**config.mk**
```make
export PLATFORM = sky130hd
export DESIGN_NAME = xcvr_mgmt_arbiter
export DESIGN_NICKNAME = d
export VERILOG_FILES = /design/src/rtl/xcvr_mgmt_arbiter_pkg.sv /design/src/rtl/xcvr_mgmt_arbiter_rr_pick.sv /design/src/rtl/xcvr_mgmt_arbiter.sv
export SDC_FILE = /design/constraint.sdc
export NUM_CORES = 1
export LEC_CHECK = 0
export ABC_AREA = 1
export CAP_MARGIN = 15
export CORE_MARGIN = 1.5
export CORE_UTILIZATION = 41
export DETAILED_ROUTE_END_ITERATION = 12
export GPL_TIMING_DRIVEN = 0
export PLACE_DENSITY = 0.81
export SYNTH_ARGS = -nofsm -noshare
export SYNTH_HDL_FRONTEND = slang
export SYNTH_SLANG_ARGS = --single-unit
```
**constraint.sdc**
```tcl
create_clock -name clk -period 2.25 [get_ports clk]
set_clock_uncertainty 0.05 [all_clocks]
set_input_delay 0.45 -clock clk [delete_from_list [all_inputs] [get_ports clk]]
set_output_delay 0.45 -clock clk [all_outputs]
set_load 0.005 [all_outputs]
```
**src/rtl/xcvr_mgmt_arbiter_pkg.sv**
```systemverilog
`default_nettype none
// ============================================================================
// xcvr_mgmt_pkg
// Shared state type, error read value and packed-slice helper for the
// transceiver management-port arbiter.
// Revision: 1.0
// ============================================================================
package xcvr_mgmt_pkg;

  typedef enum logic [1:0] {
    IDLE  = 2'd0,
    ISSUE = 2'd1,
    DONE  = 2'd2
  } state_t;

  // Wide enough for any realistic management bus; users slice the low bits.
  localparam int                     RDATA_MAX_W = 256;
  localparam logic [RDATA_MAX_W-1:0] RDATA_ERR   = '1;

  function automatic int slice_lo(input int idx, input int width);
    return idx * width;
  endfunction

endpackage
`default_nettype wire

```
**src/rtl/xcvr_mgmt_arbiter_rr_pick.sv**
```systemverilog
`default_nettype none
// ============================================================================
// rr_pick
// Combinational round-robin selector: first pending index at or after the
// pointer, wrapping.
// Revision: 1.0
// ============================================================================
module rr_pick
  import xcvr_mgmt_pkg::*;
#(
  parameter int NUM_REQ = 4,
  parameter int IDX_W   = $clog2(NUM_REQ)
) (
  input  logic [NUM_REQ-1:0] i_pend,
  input  logic [IDX_W-1:0]   i_ptr,
  output logic               o_vld,
  output logic [IDX_W-1:0]   o_idx
);

  logic [2*NUM_REQ-1:0] w_dbl;

  // Lower copy masked below the pointer, upper copy intact: the lowest set
  // bit of the doubled vector is the wrapped round-robin winner.
  always_comb begin
    w_dbl = {i_pend, i_pend};
    for (int b = 0; b < NUM_REQ; b++) begin
      if (b < int'(i_ptr)) w_dbl[b] = 1'b0;
    end
    o_vld = 1'b0;
    o_idx = '0;
    for (int b = 2*NUM_REQ-1; b >= 0; b--) begin
      if (w_dbl[b]) begin
        o_vld = 1'b1;
        o_idx = IDX_W'(b % NUM_REQ);
      end
    end
  end

endmodule
`default_nettype wire

```
**src/rtl/xcvr_mgmt_arbiter.sv**
```systemverilog
`default_nettype none
// ============================================================================
// xcvr_mgmt_arbiter
// Round-robin sharing of one Avalon-MM transceiver management port between
// several requesters, with per-transfer stall timeout. All outputs registered.
// Revision: 1.0
// ============================================================================
module xcvr_mgmt_arbiter
  import xcvr_mgmt_pkg::*;
#(
  parameter int NUM_REQ = 4,
  parameter int ADDR_W  = 9,
  parameter int DATA_W  = 32,
  parameter int TIMEOUT = 1024
) (
  input  logic                      clk,
  input  logic                      reset_n,
  input  logic [NUM_REQ-1:0]        req_read,
  input  logic [NUM_REQ-1:0]        req_write,
  input  logic [NUM_REQ*ADDR_W-1:0] req_address,
  input  logic [NUM_REQ*DATA_W-1:0] req_writedata,
  output logic [NUM_REQ-1:0]        req_waitrequest,
  output logic [DATA_W-1:0]         req_readdata,
  output logic [NUM_REQ-1:0]        req_error,
  output logic [ADDR_W-1:0]         mgmt_address,
  output logic                      mgmt_read,
  output logic                      mgmt_write,
  output logic [DATA_W-1:0]         mgmt_writedata,
  input  logic [DATA_W-1:0]         mgmt_readdata,
  input  logic                      mgmt_waitrequest
);

  localparam int               IDX_W    = $clog2(NUM_REQ);
  localparam int               TMO_W    = $clog2(TIMEOUT);
  localparam logic [TMO_W-1:0] TMO_LAST = TMO_W'(TIMEOUT - 1);

  state_t              r_state,  w_state_nxt;
  logic [IDX_W-1:0]    r_rr_ptr, w_rr_ptr_nxt;
  logic [IDX_W-1:0]    r_gnt,    w_gnt_nxt;
  logic [TMO_W-1:0]    r_tmo_cnt, w_tmo_nxt;
  logic                r_mgmt_read,  w_rd_nxt;
  logic                r_mgmt_write, w_wr_nxt;
  logic [ADDR_W-1:0]   r_mgmt_address, w_addr_nxt;
  logic [DATA_W-1:0]   r_mgmt_writedata, w_wdata_nxt;
  logic [NUM_REQ-1:0]  r_req_wait, w_wait_nxt;
  logic [DATA_W-1:0]   r_readdata, w_rdata_nxt;
  logic [NUM_REQ-1:0]  r_error, w_err_nxt;

  logic [NUM_REQ-1:0]  w_pend;
  logic                w_pick_vld;
  logic [IDX_W-1:0]    w_pick_idx;

  assign w_pend = req_read | req_write;

  rr_pick #(
    .NUM_REQ (NUM_REQ)
  ) u_rr_pick (
    .i_pend (w_pend),
    .i_ptr  (r_rr_ptr),
    .o_vld  (w_pick_vld),
    .o_idx  (w_pick_idx)
  );

  always_comb begin
    w_state_nxt  = r_state;
    w_rr_ptr_nxt = r_rr_ptr;
    w_gnt_nxt    = r_gnt;
    w_tmo_nxt    = r_tmo_cnt;
    w_rd_nxt     = r_mgmt_read;
    w_wr_nxt     = r_mgmt_write;
    w_addr_nxt   = r_mgmt_address;
    w_wdata_nxt  = r_mgmt_writedata;
    w_wait_nxt   = '1;
    w_rdata_nxt  = r_readdata;
    w_err_nxt    = '0;
    unique case (r_state)
      IDLE: begin
        if (w_pick_vld) begin
          w_gnt_nxt   = w_pick_idx;
          w_wr_nxt    = req_write[w_pick_idx];
          w_rd_nxt    = ~req_write[w_pick_idx];
          w_addr_nxt  = req_address[slice_lo(int'(w_pick_idx), ADDR_W) +: ADDR_W];
          w_wdata_nxt = req_writedata[slice_lo(int'(w_pick_idx), DATA_W) +: DATA_W];
          w_tmo_nxt   = '0;
          w_state_nxt = ISSUE;
        end
      end
      ISSUE: begin
        // A slave accept on the final allowed cycle still wins over the abort.
        if (!mgmt_waitrequest) begin
          w_rd_nxt          = 1'b0;
          w_wr_nxt          = 1'b0;
          w_rdata_nxt       = r_mgmt_write ? '0 : mgmt_readdata;
          w_wait_nxt[r_gnt] = 1'b0;
          w_state_nxt       = DONE;
        end else if (r_tmo_cnt == TMO_LAST) begin
          w_rd_nxt          = 1'b0;
          w_wr_nxt          = 1'b0;
          w_rdata_nxt       = RDATA_ERR[DATA_W-1:0];
          w_wait_nxt[r_gnt] = 1'b0;
          w_err_nxt[r_gnt]  = 1'b1;
          w_state_nxt       = DONE;
        end else begin
          w_tmo_nxt = r_tmo_cnt + 1'b1;
        end
      end
      DONE: begin
        w_rr_ptr_nxt = (r_gnt == IDX_W'(NUM_REQ - 1)) ? '0 : r_gnt + 1'b1;
        w_state_nxt  = IDLE;
      end
      default: w_state_nxt = IDLE;
    endcase
  end

  always_ff @(posedge clk or negedge reset_n) begin
    if (!reset_n) begin
      r_state          <= IDLE;
      r_rr_ptr         <= '0;
      r_gnt            <= '0;
      r_tmo_cnt        <= '0;
      r_mgmt_read      <= 1'b0;
      r_mgmt_write     <= 1'b0;
      r_mgmt_address   <= '0;
      r_mgmt_writedata <= '0;
      r_req_wait       <= '1;
      r_readdata       <= '0;
      r_error          <= '0;
    end else begin
      r_state          <= w_state_nxt;
      r_rr_ptr         <= w_rr_ptr_nxt;
      r_gnt            <= w_gnt_nxt;
      r_tmo_cnt        <= w_tmo_nxt;
      r_mgmt_read      <= w_rd_nxt;
      r_mgmt_write     <= w_wr_nxt;
      r_mgmt_address   <= w_addr_nxt;
      r_mgmt_writedata <= w_wdata_nxt;
      r_req_wait       <= w_wait_nxt;
      r_readdata       <= w_rdata_nxt;
      r_error          <= w_err_nxt;
    end
  end

  assign req_waitrequest = r_req_wait;
  assign req_readdata    = r_readdata;
  assign req_error       = r_error;
  assign mgmt_address    = r_mgmt_address;
  assign mgmt_read       = r_mgmt_read;
  assign mgmt_write      = r_mgmt_write;
  assign mgmt_writedata  = r_mgmt_writedata;

endmodule
`default_nettype wire

```
==> results.md <==
* Cell Rows at 43
* Pleak at 4.619 nW
* Clock tree buffer depth at 2
* GRT overflow at 0
* Initial core utilization at 42.51%
* # H-tree levels at 3
* Core Area at 0.01404 sq mm
* Worst R2R Path Depth at 12
* Clock buffer count from CTS at 9
* Maximum clock rate at 463.4 MHz
* Vias post-DR at 6585
* Antenna Cells at 0
* Synth area leader: dfrtp_1
* Ys Warns at 0
* PwrDens at 1143 mW/mm^2
* Netlist cell types at 33
* Initial antenna violation count at 0
* Drt pass-1 iters at 5
* Worst Hold Class: in -> async
* Clock latency on the worst-skew pair at 0.34 ns
* # setup viols final at 0
* Top_reg_cell synth: dfrtp_1
* Yosys reg bits at 99
* TritonCTS Sinks at 99
* Largest net degree at the start of global routing at 58
* Relative slew slack at 62.08%
* Post-synthesis async set-or-reset flop share at 100.0%
* RSZ-0062 raised after global routing: false
* CP max stage cell: clkdlybuf4s50_1
* Setup_tns at 0 ns
* Die width at 123.7 um
* Vias in the first global route at 6171
* Crit path largest cell delay at 0.49 ns
* Netlist Area Pre-Place at 0.005969 sq mm
* Top post-synthesis cells by area: dfrtp_1 40%, nand2_1 16%, nand3_1 10%
* Grt met3 use at 6.364%
* Area grow syn2layout at 58.50%
* Die Footprint at 0.01529 sq mm
* Hold Vio Cnt, Final at 0
* Clk slew on worst S/H paths at 0.07 ns
* CTS Root Cell: clkbuf_16
* Critical Path RT at 2.41 ns
* Critical Path Start Type: primary input
* Met2 usage at 44.30%
* Outcome: complete, no violations
* CTS tree: built
* Final ANT Viol Nets at 0
* WS Path Type: in -> reg
* DR WL/cell at 14.80 um
* Gr usage total at 25.98%
* DRC at 0
* Dpl hpwl at 15.19 mm
* Worst IR Drop VDD at 0.0005902 V
* NumNets Final at 1358
* Worst-margin pin slew at 0.5687 ns
* Max-slew violation count at 0
* Total power at 0.01082 W
* Ports at 290
* Sequential fraction of the synthesis area at 41.58%
* CP Capture Type: register
* Placer congestion estimate at 0.9030
* Utilization after layout at 67.38%
* Initial DRC count at 311
* Critical Path, Cell by Cell: clkdlybuf4s50_1 > nor2_1 > nor2_1 > clkinv_1 > nand2_4 > nand2_2 > buf_4 > clkbuf_4 > o211ai_1 > nand3_1
* Global routing's busiest layer: met2
* M1 GR Usage at 32.18%
* Buffers on Ports at 288
* Mean Syn Cell Area at 7.081 sq um
* Max-cap violations at 0
* Top-area cell type share of the netlist area at 39.82%
* Crit share post-route at 95.92%
* Syn_nets at 1055
* Syn Inst Count at 843
* Via-to-Cell Ratio at 4.947
* Post-synth EDFFs at 0
* Crit path top cell by count: nor2_1
* Fill count at 1162
* WL final at 19.70 mm
* Die height at 123.7 um
* Layout cells sized above 1 at 8.427%
* Clock period minus worst slack at 2.158 ns
* Critical Path Fanout Max at 10
* Wire length of the first global-routing pass at 30.63 mm
* CP arrival at 2.31 ns
[area by class of cell]
cell class / instances / area (sq um) / share of cell area [%]
clock buffers: 11 / 242.7 / 2.565
well taps: 180 / 225.2 / 2.380
flip-flops and latches: 99 / 2482 / 26.24
clock inverters: 5 / 61.31 / 0.6480
multi-input cells: 565 / 2750 / 29.07
inverters: 131 / 491.7 / 5.197
plain buffers: 48 / 277.8 / 2.936
repair buffers: 292 / 2930 / 30.97
[what timing repair did]
| action | in CTS | in global routing |
|---|---|---|
| endpoints found under the setup margin | 1 | 27 |
| hold buffers | 0 | 0 |
| pin swaps | 1 | 3 |
| cloned | 0 | 0 |
| buffers inserted | 0 | 3 |
| resized for setup | 1 | 11 |
[cells by family after synthesis]
family | count (synthesis) | synth area share (%)
mux | 1 | 0.1886
simple gates | 455 | 34.14
buf+inv | 179 | 12.64
xor+xnor | 4 | 0.5870
flops | 99 | 41.58
compound gates | 100 | 9.809
fa+ha+maj | 5 | 1.048
[Yosys cell counts (5+ instances only)]
cell type  instances
nand2_1          261
inv_1            129
nand3_1          123
dfrtp_1           95
a21oi_1           37
o21ai_1           30
o211ai_1          24
buf_2             21
nor2_1            18
clkbuf_1          16
or2_2             16
or2_1              8
buf_4              7
nand2_2            6
nor3b_1            6
ha_1               5
nor2_4             5
o21ai_2            5
[stage by stage]
stage / hold slack, ns / setup slack (ns) / area (sq um) / instances
floorplan: 0.1044 / 0.4964 / 5969 / 843
global placement: 0.4127 / -3.109 / 9077 / 1311
detailed placement: 0.4153 / -0.3955 / 9102 / 1312
CTS: 0.06361 / 0.005844 / 9412 / 1328
global route: 0.08605 / 0.01386 / 9462 / 1331
finish: 0.04534 / 0.09184 / 9462 / 1331
[critical path: cells and delay by family]
kind,cells,cell delay (ns)
AO/OA/AOI/OAI,1,0.29
buffers and inverters,4,1.02
AND/OR/NAND/NOR,5,0.54
[registers in the layout, summed over array words and instances (netlist names)]
signal / count
mgmt_writedata: 32
r_gnt: 2
r_state: 2
mgmt_write: 1
req_readdata: 32
req_error: 4
r_rr_ptr: 2
req_waitrequest: 4
r_tmo_cnt: 10
mgmt_address: 9
mgmt_read: 1
[per-layer routing]
metal / part of all wire, % / up-vias / wire, um
li1: - / 3259 / -
met1: 40 / 3025 / 7960
met2: 49 / 270 / 9642
met3: 8.4 / 31 / 1664
met4: 2.2 / 0 / 434
met5: 0 / - / 0
[placed cells by master (no fill, tap or decap), types with 4 or more instances in the layout]
master	instances
or2_1	8
nor2_4	6
nand2_2	5
buf_2	15
clkbuf_4	4
o21ai_1	30
buf_6	4
ha_1	5
clkdlybuf4s50_1	287
dfrtp_1	95
clkbuf_1	16
nor3b_1	6
or2_2	16
nand2_1	261
nor3_1	4
inv_1	129
nand3_1	123
buf_4	13
nor2_1	18
o21ai_2	5
dfstp_2	4
o211ai_1	24
clkbuf_16	9
a21oi_1	37
[report_power, final]
group	internal [W]	switching (W)
combinational	0.00294	0.00324
sequential	0.00258	0.000475
clock	0.000898	0.000692
[final timing paths]
path	slack, ns	to	startpoint
setup / recovery	0.09	mgmt_writedata[0]$_DFFE_PN0P_	req_read[1]
setup reg to reg	0.24	req_readdata[25]$_DFFE_PN0P_	r_tmo_cnt[0]$_DFFE_PN0P_
min in group clk	0.43	mgmt_writedata[9]$_DFFE_PN0P_	mgmt_writedata[9]$_DFFE_PN0P_
hold reg to reg	0.43	mgmt_writedata[9]$_DFFE_PN0P_	mgmt_writedata[9]$_DFFE_PN0P_
max in group asynchronous	1.39	req_waitrequest[3]$_DFF_PN1_	reset_n
hold / removal	0.05	req_readdata[5]$_DFFE_PN0P_	reset_n
(Power assumes the default switching activity.)
